$ cat src/rtl/risc16_pc.sv
// RISC-16 program counter: sequential, PC-relative branch or absolute jump next-PC selection.
// Optional hold input enabled by defining PC_STALL_EN.
module risc16_pc #(
    parameter int unsigned      WIDTH        = 16,
    parameter logic [WIDTH-1:0] RESET_VECTOR = 16'h0000
) (
    input  logic             clk,
    input  logic             rst,
`ifdef PC_STALL_EN
    input  logic             stall,
`endif
    input  logic [1:0]       MUX_output,
    input  logic [WIDTH-1:0] imm,
    input  logic [WIDTH-1:0] alu_out,
    output logic [WIDTH-1:0] nxt_instr,
    output logic [WIDTH-1:0] pc_plus1
);

    typedef enum logic [1:0] {
        SEL_SEQ    = 2'b00,
        SEL_BRANCH = 2'b01,
        SEL_JUMP   = 2'b10,
        SEL_RSVD   = 2'b11
    } pc_sel_e;

    logic [WIDTH-1:0] pc_q;
    logic [WIDTH-1:0] pc_d;
    logic             hold;

`ifdef PC_STALL_EN
    assign hold = stall;
`else
    assign hold = 1'b0;
`endif

    assign pc_plus1  = pc_q + WIDTH'(1);
    assign nxt_instr = pc_q;

    always_comb begin
        // NOTE: default first so every path assigns pc_d and no latch is inferred.
        pc_d = pc_plus1;
        if (!hold) begin
            unique case (pc_sel_e'(MUX_output))
                SEL_SEQ:    pc_d = pc_plus1;
                SEL_BRANCH: pc_d = pc_plus1 + imm;
                SEL_JUMP:   pc_d = alu_out;
                SEL_RSVD:   pc_d = pc_plus1;
                default:    pc_d = pc_plus1;
            endcase
        end else begin
            pc_d = pc_q;
        end
    end

    // NOTE: non-blocking assignment for registered state; reset overrides hold and select.
    always_ff @(posedge clk) begin
        if (rst) begin
            pc_q <= RESET_VECTOR;
        end else begin
            pc_q <= pc_d;
        end
    end

    // An unknown select must be flagged rather than quietly treated as an increment.
    a_sel_known: assert property (@(posedge clk) disable iff (rst) !$isunknown(MUX_output));

endmodule

$ cat config.mk
export PLATFORM = sky130hd
export DESIGN_NAME = risc16_pc
export DESIGN_NICKNAME = d
export VERILOG_FILES = /design/src/rtl/risc16_pc.sv
export SDC_FILE = /design/constraint.sdc
export NUM_CORES = 1
export LEC_CHECK = 0
export CAP_MARGIN = 20
export CORE_MARGIN = 2
export CORE_UTILIZATION = 48
export DETAILED_ROUTE_END_ITERATION = 7
export MAX_ROUTING_LAYER = met4
export PLACE_DENSITY = 0.89
export SLEW_MARGIN = 10
export SYNTH_ARGS = -nofsm -noshare
export SYNTH_HDL_FRONTEND = slang
export SYNTH_SLANG_ARGS = --single-unit
$ cat constraint.sdc
create_clock -name clk -period 3.8 [get_ports clk]
set_input_delay 0.76 -clock clk [delete_from_list [all_inputs] [get_ports clk]]
set_output_delay 0.76 -clock clk [all_outputs]
set_load 0.02 [all_outputs]
==> results.py, run 1 <==
metrics = {
    "final_layout": {
        "largest_reg_flops": 16,
        "final_cell_mix": "clkdlybuf4s50_1 (67), ha_1 (19), dfxtp_1 (16)",
        "drive_gt1_frac": 0.05839,
        "nets": 331,
        "area_delta_synth_final_pct": 40.88,
        "layout.cells.most_common": "clkdlybuf4s50_1",
        "final_area_um2": 2522,
        "n_antenna_cell": 0,
    },
    "placement": {
        "gp_congestion": 0.9022,
        "place_ws_ns": 0.6355,
        "placed_area_um2": 2467,
        "place_hpwl_um": 4141,
        "port_buffers": 67,
    },
    "clock_tree": {
        "cts_buffers": 3,
        "clkSinkCount": 16,
        "cts_hold_buf": 0,
        "cts_root_buffer": "clkbuf_8",
        "clk_pin_slew_worst_paths_ns": 0.06,
        "htree_levels": 1,
        "post_cts_buffers": 0,
        "cts_tree": "done",
        "cts_resized": 0,
        "clkLatencyLatePin_ns": 0.24,
        "clockBufferDepth": 2,
    },
    "grt": {
        "antenna_found_initial": 0,
        "grt_use_total": 0.2464,
        "overflow": 0,
        "grt_pass1_vias": 1685,
        "grt_max_degree": 30,
        "grt_pass1_wl_um": 7935,
    },
    "route": {
        "vias": 1912,
        "totalWireLength_um": 5182,
        "drt_iter0_drc": 100,
        "postRouteAntennaNets": 0,
        "routedWlPerCell_um": 16.09,
        "remaining_drc_errors": 0,
        "first_pass_iters": 4,
        "avgViaCountPerCell": 5.938,
    },
    "pwr": {
        "switchingPower_mw": 0.2843,
        "seq_power_share": 0.272,
        "p_total_mw": 0.7506,
        "power_frac_comb": 0.535,
        "vdd_drop_max_mv": 0.1350,
        "intPower_mw": 0.4663,
        "swShare": 0.3788,
        "leakage_nw": 0.9749,
        "p_per_area_nw_per_um2": 297.6,
        "pwr-share-clk": 0.193,
    },
    "synth": {
        "ys_ff_latch": 16,
        "synth_cell_type_count": 48,
        "ys_warn_count": 0,
        "async_reset_ff_frac": 0,
        "syn-cell-area_um2": 1790,
        "syn_avg_cell_area_um2": 8.289,
        "syn_inst": 216,
        "synth-main-ff-cell": "dfxtp_1",
        "syn_nets": 272,
        "synth-edff-count": 0,
        "ys_seq_area_frac": 0.1789,
    },
    "setup_path": {
        "cp-start-kind": "register",
        "end_kind": "primary output",
        "r2r_setup_slack_ns": 0.69,
        "r2r_cells": 11,
        "r2r-start": "nxt_instr[2]",
        "worstPathMaxFanout": 7,
        "worstPathArrival_ns": 2.43,
        "r2r_end": "nxt_instr[15]",
        "path_class": "register to primary output",
        "crit_required_ns": 3.04,
    },
    "status": {
        "status": "complete, no violations",
    },
    "timing": {
        "hold_viol": 0,
        "rsz0062_at_grt": "no",
        "drv_slew": 0,
        "maxSlewHeadroom": 0.5797,
        "period_minus_slack_ns": 3.194,
        "setup_tns_ns": 0,
        "fmax_mhz": 313.1,
        "tightestPinTransition_ns": 0.6285,
        "fin_ws_ns": 0.6063,
        "setup_viol": 0,
        "post-route-period-util": 0.8404,
        "clock_skew_ns": 0.002742,
    },
    "min_path": {
        "whs_path_depth": 4,
        "hold_end": "nxt_instr[0]",
        "min_from": "nxt_instr[0]",
        "hold_path.class": "register to register",
    },
    "floorplan": {
        "die_area_um2": 4235,
        "start_util": 0.4928,
        "row_count": 22,
        "die_w_um": 65.08,
        "core_area_um2": 3633,
        "boundaryPins": 68,
        "die_height_um": 65.08,
    },
    "run": {
        "maxCapViolCount": 0,
    },
}
worst max-delay path, stage by stage, from the launching register on:
cell and delay, ns:
dfxtp_1 0.41, and4_1 0.35, and3_4 0.27, nand2_1 0.07
xnor2_1 0.39, clkdlybuf4s50_1 0.69
metrics by stage:
step / cells / hold WS [ns] / utilization
finish: 322 / 0.8001 / 0.6942
global route: 322 / 0.8350 / 0.6942
CTS: 322 / 0.8011 / 0.6942
detailed placement: 318 / 0.7651 / 0.6791
global placement: 318 / 0.7459 / 0.6791
floorplan: 216 / 0.8328 / -
how the worst max path moves through the flow:
stage	startpoint	endpoint	slack (ns)	cells after the start
finish	nxt_instr[2]	pc_plus1[8]	0.61	5
detailed placement	imm[0]	nxt_instr[10]	0.64	9
global placement	imm[0]	nxt_instr[10]	0.68	9
floorplan	nxt_instr[2]	nxt_instr[15]	0.75	12
CTS	nxt_instr[2]	pc_plus1[8]	0.65	5
global route	nxt_instr[2]	pc_plus1[8]	0.56	5
per-layer routing:
layer,vias up,track usage,wire length [um]
li1,941,-,-
met1,903,0.3412,2400
met2,64,0.4021,2455
met3,4,0.01215,284
met4,0,0.05208,42
met5,-,-,0
layout make-up:
class                           count  area, um^2
Sequential cell                    16       320.3
Clock buffer                        4       55.05
Multi-Input combinational cell    179        1383
Timing Repair Buffer               68       678.2
Tap cell                           48       60.06
Inverter                            7       26.28
Fill cell                         303        1111
cells by family after synthesis:
kind of cell / Yosys count / synth area share
compound gates: 75 / 0.3026
simple gates: 57 / 0.1803
flops: 16 / 0.1789
mux: 1 / 0.005591
fa+ha+maj: 20 / 0.1440
xor+xnor: 26 / 0.1398
buf+inv: 21 / 0.04892
power groups by stage:
stage,registers [mW],clock network (mW),logic (mW)
finish,0.204,0.145,0.402
global route,0.206,0.153,0.432
CTS,0.204,0.147,0.398
detailed placement,0.208,0,0.395
global placement,0.206,0,0.387
floorplan,0.223,0,0.229
synthesized netlist by cell type, drive strengths merged (2+ instances only):
cell	n	area share
nand4	7	0.024
nor3b	2	0.0084
inv	7	0.015
nand3	8	0.032
clkbuf	8	0.017
a211oi	14	0.059
and3	5	0.020
o21a	3	0.013
nand2b	3	0.010
a21o	2	0.0084
dfxtp	16	0.18
and4	4	0.021
nand2	15	0.031
a22oi	2	0.0084
o21ai	10	0.028
o21bai	3	0.013
ha	19	0.13
a211o	2	0.0098
xor2	8	0.039
nor2	9	0.019
a221oi	14	0.072
buf	6	0.017
o211ai	2	0.0084
xnor2	18	0.10
a21oi	14	0.039
(Power assumes the default switching activity.)
==> run 2, diff against run 1 <==
--- a/config.mk
+++ b/config.mk
@@ -7,10 +7,10 @@
 export LEC_CHECK = 0
 export CAP_MARGIN = 20
 export CORE_MARGIN = 2
-export CORE_UTILIZATION = 48
+export CORE_UTILIZATION = 40
 export DETAILED_ROUTE_END_ITERATION = 7
 export MAX_ROUTING_LAYER = met4
-export PLACE_DENSITY = 0.89
+export PLACE_DENSITY = 0.8
 export SLEW_MARGIN = 10
 export SYNTH_ARGS = -nofsm -noshare
 export SYNTH_HDL_FRONTEND = slang
==> constraint.sdc (replaced) <==
create_clock -name clk -period 2.9 [get_ports clk]
set_input_delay 0.58 -clock clk [delete_from_list [all_inputs] [get_ports clk]]
set_output_delay 0.58 -clock clk [all_outputs]
set_load 0.02 [all_outputs]
==> run 2 against run 1 <==
Critical path depth up 1. Power up 31%. Global-route usage down 3.0 points. Wire length up 3.8%.
==> results.py, run 2 (synthesized netlist as in run 1, its figures left out) <==
metrics = {
    "floorplan": {
        "boundaryPins": 68,
        "row_count": 24,
        "start_util": 0.4141,
        "core_area_um2": 4324,
        "die_height_um": 70.91,
        "die_w_um": 70.91,
        "die_area_um2": 5028,
    },
    "setup_path": {
        "end_kind": "primary output",
        "cpMaxStageDelayCell": "clkdlybuf4s50_1",
        "r2r-start": "nxt_instr[8]",
        "cp_num_cells": 6,
        "worstPathArrival_ns": 2.20,
        "crit_required_ns": 2.32,
        "r2r_end": "nxt_instr[14]",
        "slowest_delay_ns": 0.59,
        "startpoint": "nxt_instr[2]",
        "path_class": "register to primary output",
        "crit_end": "pc_plus1[9]",
        "cp_common_cell": "buf_4",
        "r2r_cells": 11,
        "cp_num_buf_inv": 3,
        "path_cells": "and4_1, buf_4, nand4_1, xnor2_2, buf_4, clkdlybuf4s50_1",
        "worstPathMaxFanout": 6,
        "worst_path_dominant_cell_family": "buffers and inverters",
        "r2r_setup_slack_ns": 0.15,
        "cp-start-kind": "register",
    },
    "pwr": {
        "p_per_area_nw_per_um2": 371.4,
        "vdd_drop_max_mv": 0.1457,
        "p_total_mw": 0.9795,
        "leakage_nw": 1.042,
    },
    "timing": {
        "tightestPinTransition_ns": 0.5898,
        "hold_viol": 0,
        "post-route-period-util": 0.9577,
        "setup_tns_ns": 0,
        "maxSlewHeadroom": 0.6056,
        "drv_slew": 0,
        "setup_viol": 0,
        "period_minus_slack_ns": 2.777,
        "rsz0062_at_grt": "yes",
        "fmax_mhz": 360.1,
        "clock_skew_ns": 0.0006100,
    },
    "run": {
        "maxCapViolCount": 0,
    },
    "clock_tree": {
        "cts_tree": "done",
        "cts_root_buffer": "clkbuf_8",
        "clockBufferDepth": 2,
        "cts_hold_buf": 0,
        "clkSinkCount": 16,
        "cts_buffers": 3,
        "clk_pin_slew_worst_paths_ns": 0.05,
        "clkLatencyLatePin_ns": 0.24,
        "htree_levels": 1,
    },
    "route": {
        "route.met2.wl_um": 2510,
        "remaining_drc_errors": 0,
        "dr_wl_met3_um": 184,
        "routedWlPerCell_um": 16.01,
        "avgViaCountPerCell": 5.750,
        "wl_met1_um": 2630,
        "drt_iter0_drc": 69,
        "totalWireLength_um": 5379,
        "dr.max_layer_used": "met4",
        "postRouteAntennaNets": 0,
        "first_pass_iters": 4,
        "vias": 1932,
    },
    "grt": {
        "antenna_found_initial": 0,
        "grt_max_degree": 32,
        "grt_pass1_vias": 1745,
        "grt_pass1_wl_um": 8590,
        "grt_use_total": 0.2165,
        "overflow": 0,
    },
    "final_layout": {
        "drive_gt1_frac": 0.1303,
        "layout.cells.most_common": "clkdlybuf4s50_1",
        "n_antenna_cell": 0,
        "final_cell_mix": "clkdlybuf4s50_1 (66), ha_1 (16), nand2_1 (15)",
        "fillers": 398,
        "largest_reg_flops": 16,
        "instances_no_fill": 336,
        "nets": 342,
        "final_area_um2": 2638,
        "area_delta_synth_final_pct": 47.31,
        "multiInputGateArea_um2": 1419,
        "ff_latch_area_um2": 326.6,
    },
    "placement": {
        "placed_area_um2": 2561,
        "dp_cells": 332,
        "port_buffers": 67,
        "place_hpwl_um": 4302,
        "gp_congestion": 0.8472,
    },
    "min_path": {
        "hold_path.class": "register to register",
        "whs_path_depth": 4,
    },
    "status": {
        "status": "complete, no violations",
    },
}
run 2: changes by cell type in the layout (fill, tap and decap cells not counted), sizes merged:
cell / previous run / this run
clkdlybuf4s50: 67 / 66
buf: 1 / 12
dlygate4sd2: 0 / 1
clkbuf: 4 / 3
run 2: final cells by class:
type | count | area share
Timing Repair Buffer | 79 | 0.2880
Clock buffer | 3 | 0.01565
Multi-Input combinational cell | 179 | 0.5380
Sequential cell | 16 | 0.1238
Tap cell | 52 | 0.02467
Inverter | 7 | 0.009962
run 2: timing repair:
| item | in CTS | in global routing |
|---|---|---|
| gates resized for setup | 1 | 6 |
| buffers inserted | 0 | 1 |
| pin swaps | 0 | 1 |
| setup endpoints to repair | 1 | 6 |
run 2: how the worst min path moves through the flow:
stage | startpoint | end | slack [ns]
global placement | nxt_instr[0] | nxt_instr[0] | 0.71
floorplan | rst | nxt_instr[2] | 0.65
detailed placement | nxt_instr[0] | nxt_instr[0] | 0.72
global route | nxt_instr[0] | nxt_instr[0] | 0.87
CTS | nxt_instr[0] | nxt_instr[0] | 0.80
finish | nxt_instr[0] | nxt_instr[0] | 0.80
run 2: routing by layer:
metal / vias to the layer above / global-route usage
met2: 44 / 0.3292
met3: 5 / 0.01282
met4: 0 / 0.05031
met1: 918 / 0.3161
li1: 965 / -
met5: - / -
run 2: through the flow:
step                setup slack (ns)  hold slack, ns    util
floorplan                   0.006750          0.6453       -
detailed placement           0.01842          0.7185  0.5923
global placement             0.05598          0.7064  0.5923
CTS                          0.01867          0.7998  0.6016
global route                -0.02734          0.8732  0.6100
finish                        0.1228          0.7987  0.6100
run 2: worst register-to-register path, stage by stage, from the launching register on:
cell,delay (ns)
dfxtp_1,0.44
and4_4,0.29
and3_1,0.19
and3_1,0.18
xor2_1,0.36
ha_1,0.37
o21ai_0,0.11
nor2_1,0.07
nor3_1,0.24
nand2b_1,0.08
a32oi_1,0.20
nor4_1,0.08
run 2: where the power goes:
group	switching (mW)	internal [mW]	leakage, nW	total [mW]
clock network	0.0673	0.0920	0.0216	0.159
registers	0.0261	0.242	0.134	0.268
logic	0.281	0.271	0.886	0.552
total	0.374	0.605	1.04	0.980
==> RTL edit 1 (settings of run 2) <==
The option `PC_STALL_EN` is turned on by a define.
--- a/src/rtl/risc16_pc.sv
+++ b/src/rtl/risc16_pc.sv
@@ -1,4 +1,6 @@
 // RISC-16 program counter: sequential, PC-relative branch or absolute jump next-PC selection.
 // Optional hold input enabled by defining PC_STALL_EN.
+`define PC_STALL_EN
+
 module risc16_pc #(
     parameter int unsigned      WIDTH        = 16,
Interface: changed (added stall); port bits go from 68 to 69. The function was not compared with the original's and may differ.
==> RTL edit 1 against run 2 <==
  * Clock power rose by 24%
  * Sequential share of layout area fell by 1.6 points
  * Wire length rose by 29%
  * Sequential cell count did not move
  * Final area rose by 17%
  * Synthesized area rose by 9.4%
  * Setup slack got worse by 0.059 ns
  * Power rose by 3.7%
  * Highest routed layer unchanged
==> RTL edit 1: results (changes against run 2) <==
- Yosys cell types: 53 (+10%)
- Worst-Skew Late Latency: 0.27 ns (+0.03 ns)
- Post-DP Area: 2870 sq um (+12%)
- Post-Synth Adder-Cell Area: 13.2% (-1.2 points)
- Pin count of the biggest net entering global routing: 23 (-28%)
- Fraction of layout cells with a size suffix above 1: 20.5% (+7.5 points)
- Comb pwr share: 54.6% (-1.7 points)
- # resized after CTS: 2 (+1)
- Complex-gate fraction of the synthesized area: 31.2% (+0.99 points)
- Peak VDD IR: 0.186 mV (+28%)
- XOR/XNOR share of the synthesized area: 12.5% (-1.5 points)
- Vias in the first global route: 2,284 (+31%)
- RR Endpoint: nxt_instr[14]$_SDFFE_PP0N_
- Rel. slew slack: 47.2% (-13 points)
- Final hold slack: 0.526 ns (-0.273 ns)
- Routability cong.: 0.937 (+11%)
- Port-buffer cells: 68 (+1.5%)
- HP Start: nxt_instr[5]$_SDFFE_PP0N_
- Post-DP HPWL: 5300 microns (+23%)
- Total track usage: 26.5% (+4.9 points)
- Max FFs per register: 16 (unchanged)
- Net count after synthesis: 314 (+15%)
- Power Clock: 0.197 mW (+24%)
- Crit-path max FO: 5 (-1)
- Setup crit start: nxt_instr[1]$_SDFFE_PP0N_
- Status: complete, no violations
- First-pass GRT wire length: 10,900 microns (+27%)
- Syn avg cell area: 7.62 sq um (-8.1%)
- Worst EP arrival: 2.26 ns (+0.06 ns)
- LEAKAGE: 1.20 nW (+15%)
- R2R depth: 11 (unchanged)
- Post-synth top cells: a21oi_1, nand2_1, xnor2_1
- Seq/Total Area, Yosys: 16.4% (-1.5 points)
- Clock Pin Slew Worst Setup and Hold Paths: 0.08 ns (+0.03 ns)
- Cells after DPL: 400 (+20%)
- Post-synthesis mux area share: 0.511% (-0.048 points)
- FILL cells: 419 (+5.3%)
- Hold depth: 2 (-2)
- Post-Layout Cell Count: 408 (+21%)
- Routed wire length: 6940 microns (+29%)
- Via density: 5.79 (+0.68%)
- DRT iter0 DRCs: 202 (+190%)
- Final Cycle Share: 97.8% (+2.0 points)
- Worst setup endpoint: pc_plus1[6]
- Hold endpoint: nxt_instr[5]$_SDFFE_PP0N_
- Setup WS pre-CTS: -0.214 ns (-0.233 ns)
- Sw frac: 41.0% (+2.8 points)
[RTL edit 1: changes by cell type in the layout (fill, tap and decap cells not counted), moves of 5 or more]
cell	before	now
inv_1	7	12
a21oi_2	1	6
a21oi_1	13	28
nand2_1	15	20
a211oi_1	14	6
buf_4	12	25
nand4_1	7	1
nor2_1	9	16
[RTL edit 1: area by class of cell]
class	count	area, sq um	share of cell area, %
clock buffer	3	41.3	1.34
sequential	16	333	10.8
inverter	12	45.0	1.46
multi-input combinational	216	1710	55.3
clock inverter	1	3.75	0.122
timing repair buffer	93	872	28.3
tap	67	83.8	2.72
[RTL edit 1: metal layers]
layer	vias up	part of all wire (%)	global-route usage (%)
met5	-	0	-
met4	0	1.2	8.69
met2	120	49	43.5
met3	11	7.5	3.12
li1	1137	-	-
met1	1094	42	33.9
[RTL edit 1: critical path: stages, from the launching register on]
cell,delay [ns]
dfxtp_4,0.38
ha_2,0.20
nand3_2,0.12
buf_4,0.17
nor2_1,0.12
xor2_1,0.24
buf_4,0.16
clkdlybuf4s50_1,0.59
==> RTL edit 2 (settings of run 2) <==
Without the edit above. Register the inputs `MUX_output`, `imm` and `alu_out` before use, without a reset. The logic sees them one clock later.
--- a/src/rtl/risc16_pc.sv
+++ b/src/rtl/risc16_pc.sv
@@ -24,4 +24,14 @@
     } pc_sel_e;
 
+    logic [1:0] MUX_output_q;
+    logic [WIDTH-1:0] imm_q;
+    logic [WIDTH-1:0] alu_out_q;
+
+    always_ff @(posedge clk) begin
+        MUX_output_q <= MUX_output;
+        imm_q        <= imm;
+        alu_out_q    <= alu_out;
+    end
+
     logic [WIDTH-1:0] pc_q;
     logic [WIDTH-1:0] pc_d;
@@ -41,8 +51,8 @@
         pc_d = pc_plus1;
         if (!hold) begin
-            unique case (pc_sel_e'(MUX_output))
+            unique case (pc_sel_e'(MUX_output_q))
                 SEL_SEQ:    pc_d = pc_plus1;
-                SEL_BRANCH: pc_d = pc_plus1 + imm;
-                SEL_JUMP:   pc_d = alu_out;
+                SEL_BRANCH: pc_d = pc_plus1 + imm_q;
+                SEL_JUMP:   pc_d = alu_out_q;
                 SEL_RSVD:   pc_d = pc_plus1;
                 default:    pc_d = pc_plus1;
@@ -63,5 +73,5 @@
 
     // An unknown select must be flagged rather than quietly treated as an increment.
-    a_sel_known: assert property (@(posedge clk) disable iff (rst) !$isunknown(MUX_output));
+    a_sel_known: assert property (@(posedge clk) disable iff (rst) !$isunknown(MUX_output_q));
 
 endmodule
Function: changed (Yosys sat finds a counterexample within 4 cycles, from zero or initial values and one cycle with rst high).
==> RTL edit 2 against run 2 <==
  * Utilization down 1.7 points
  * Clock power rose to 3.1 times the old value
  * Worst hold slack worse by 0.21 ns
  * Setup slack improved by 0.019 ns
  * Synthesized area increased by 39%
  * Wire length is 26% higher
  * Final area is 34% higher
  * Non-clock buffer count did not move
  * Sequential cell count up 34
  * Power increased by 85%
  * Critical path type is now reg2reg
==> RTL edit 2: results (changes against run 2) <==
- Pin count of the biggest net entering global routing: 33 (+3.1%)
- DR WL/cell: 16.7 microns (+4.2%)
- Worst EP arrival: 2.95 ns (+0.75 ns)
- Clock Pin Slew Worst Setup and Hold Paths: 0.09 ns (+0.04 ns)
- Net count after synthesis: 316 (+16%)
- Status: complete, no violations
- Warnings, synthesis: 0 (unchanged)
- Seq/Total Area, Yosys: 40.1% (+22 points)
- Vias in the first global route: 2,337 (+34%)
- Final Skew: 0.00572 ns (+0.00511 ns)
- Worst-Skew Late Latency: 0.30 ns (+0.06 ns)
- Crit-path max cell delay: 0.39 ns (-0.20 ns)
- Layout Nets: 388 (+13%)
- DRT iter0 DRCs: 107 (+55%)
- Rel. slew slack: 49.9% (-11 points)
- First-pass GRT wire length: 10,800 microns (+26%)
- Fraction of layout cells with a size suffix above 1: 13.0% (-0.037 points)
- Combinational Power: 0.557 mW (+0.9%)
- Peak VDD IR: 0.315 mV (+120%)
- CTS buffer count: 5 (+2)
- Synthesized instance count: 258 (+19%)
- Cells after DPL: 396 (+19%)
- Yosys cell types: 49 (+2.1%)
- Int Power: 1.26 mW (+110%)
- Post-DP HPWL: 5060 microns (+18%)
- Routed wire length: 6770 microns (+26%)
- Total track usage: 20.2% (-1.5 points)
- Crit-path max FO: 7 (+1)
- HP Class: reg2reg
- FILL cells: 536 (+35%)
- Top post-synthesis cells by area: dfxtp_1, ha_1, xnor2_1
- Slowest cell on the critical path: dfxtp_4
- # resized after CTS: 4 (+3)
- Setup bufs post-CTS: 0 (unchanged)
- Post-synth top cells: dfxtp_1, ha_1, nand2_1
- Post-DP Area: 3350 sq um (+31%)
- Sw frac: 30.2% (-8.0 points)
- Hold depth: 3 (-1)
- Power Clock: 0.486 mW (+210%)
- Routability cong.: 0.981 (+16%)
- Via density: 5.59 (-2.8%)
- Crit-path leading delay family: simple AND/OR/NAND/NOR gates
- LEAKAGE: 1.51 nW (+45%)
[RTL edit 2: cell families after synthesis]
kind of cell	count (synthesis)	share of synthesized area [%]
and+or+nand+nor	69	15.4
AOI/OAI and AO/OA	70	20.6
DFF	50	40.1
xor gates and xnor gates	24	8.98
buffers and inverters	23	3.51
adders and majority gates	22	11.3
[RTL edit 2: layer usage]
metal	up-vias	track usage (%)	wire length (microns)
li1	1095	-	-
met1	1073	22.8	2830
met2	90	34.1	3310
met3	10	6.16	553
met4	0	6.56	80
met5	-	-	0
[RTL edit 2: final timing paths]
| check | startpoint | to |
|---|---|---|
| setup / recovery | nxt_instr[0]$_SDFF_PP0_ | nxt_instr[13]$_SDFF_PP0_ |
| hold / removal | imm_q[0]$_DFF_P_ | nxt_instr[0]$_SDFF_PP0_ |
| setup reg to reg | nxt_instr[0]$_SDFF_PP0_ | nxt_instr[13]$_SDFF_PP0_ |
| hold reg to reg | imm_q[0]$_DFF_P_ | nxt_instr[0]$_SDFF_PP0_ |
[RTL edit 2: per-stage QoR]
| step | hold WS [ns] | worst slack [ns] |
|---|---|---|
| floorplan | 0.544 | -0.0324 |
| global placement | 0.564 | 0.0771 |
| detailed placement | 0.569 | -0.0184 |
| CTS | 0.592 | 0.00979 |
| global route | 0.651 | 0.00941 |
| finish | 0.592 | 0.142 |
[RTL edit 2: layout make-up]
type | count | area, sq um | area share, %
clock buffers | 6 | 72.6 | 2.06
clock inverters | 2 | 37.5 | 1.06
inverters | 9 | 33.8 | 0.957
multi-input cells | 185 | 1500 | 42.6
flip-flops and latches | 50 | 1020 | 28.9
well taps | 75 | 93.8 | 2.66
repair buffers | 79 | 771 | 21.8
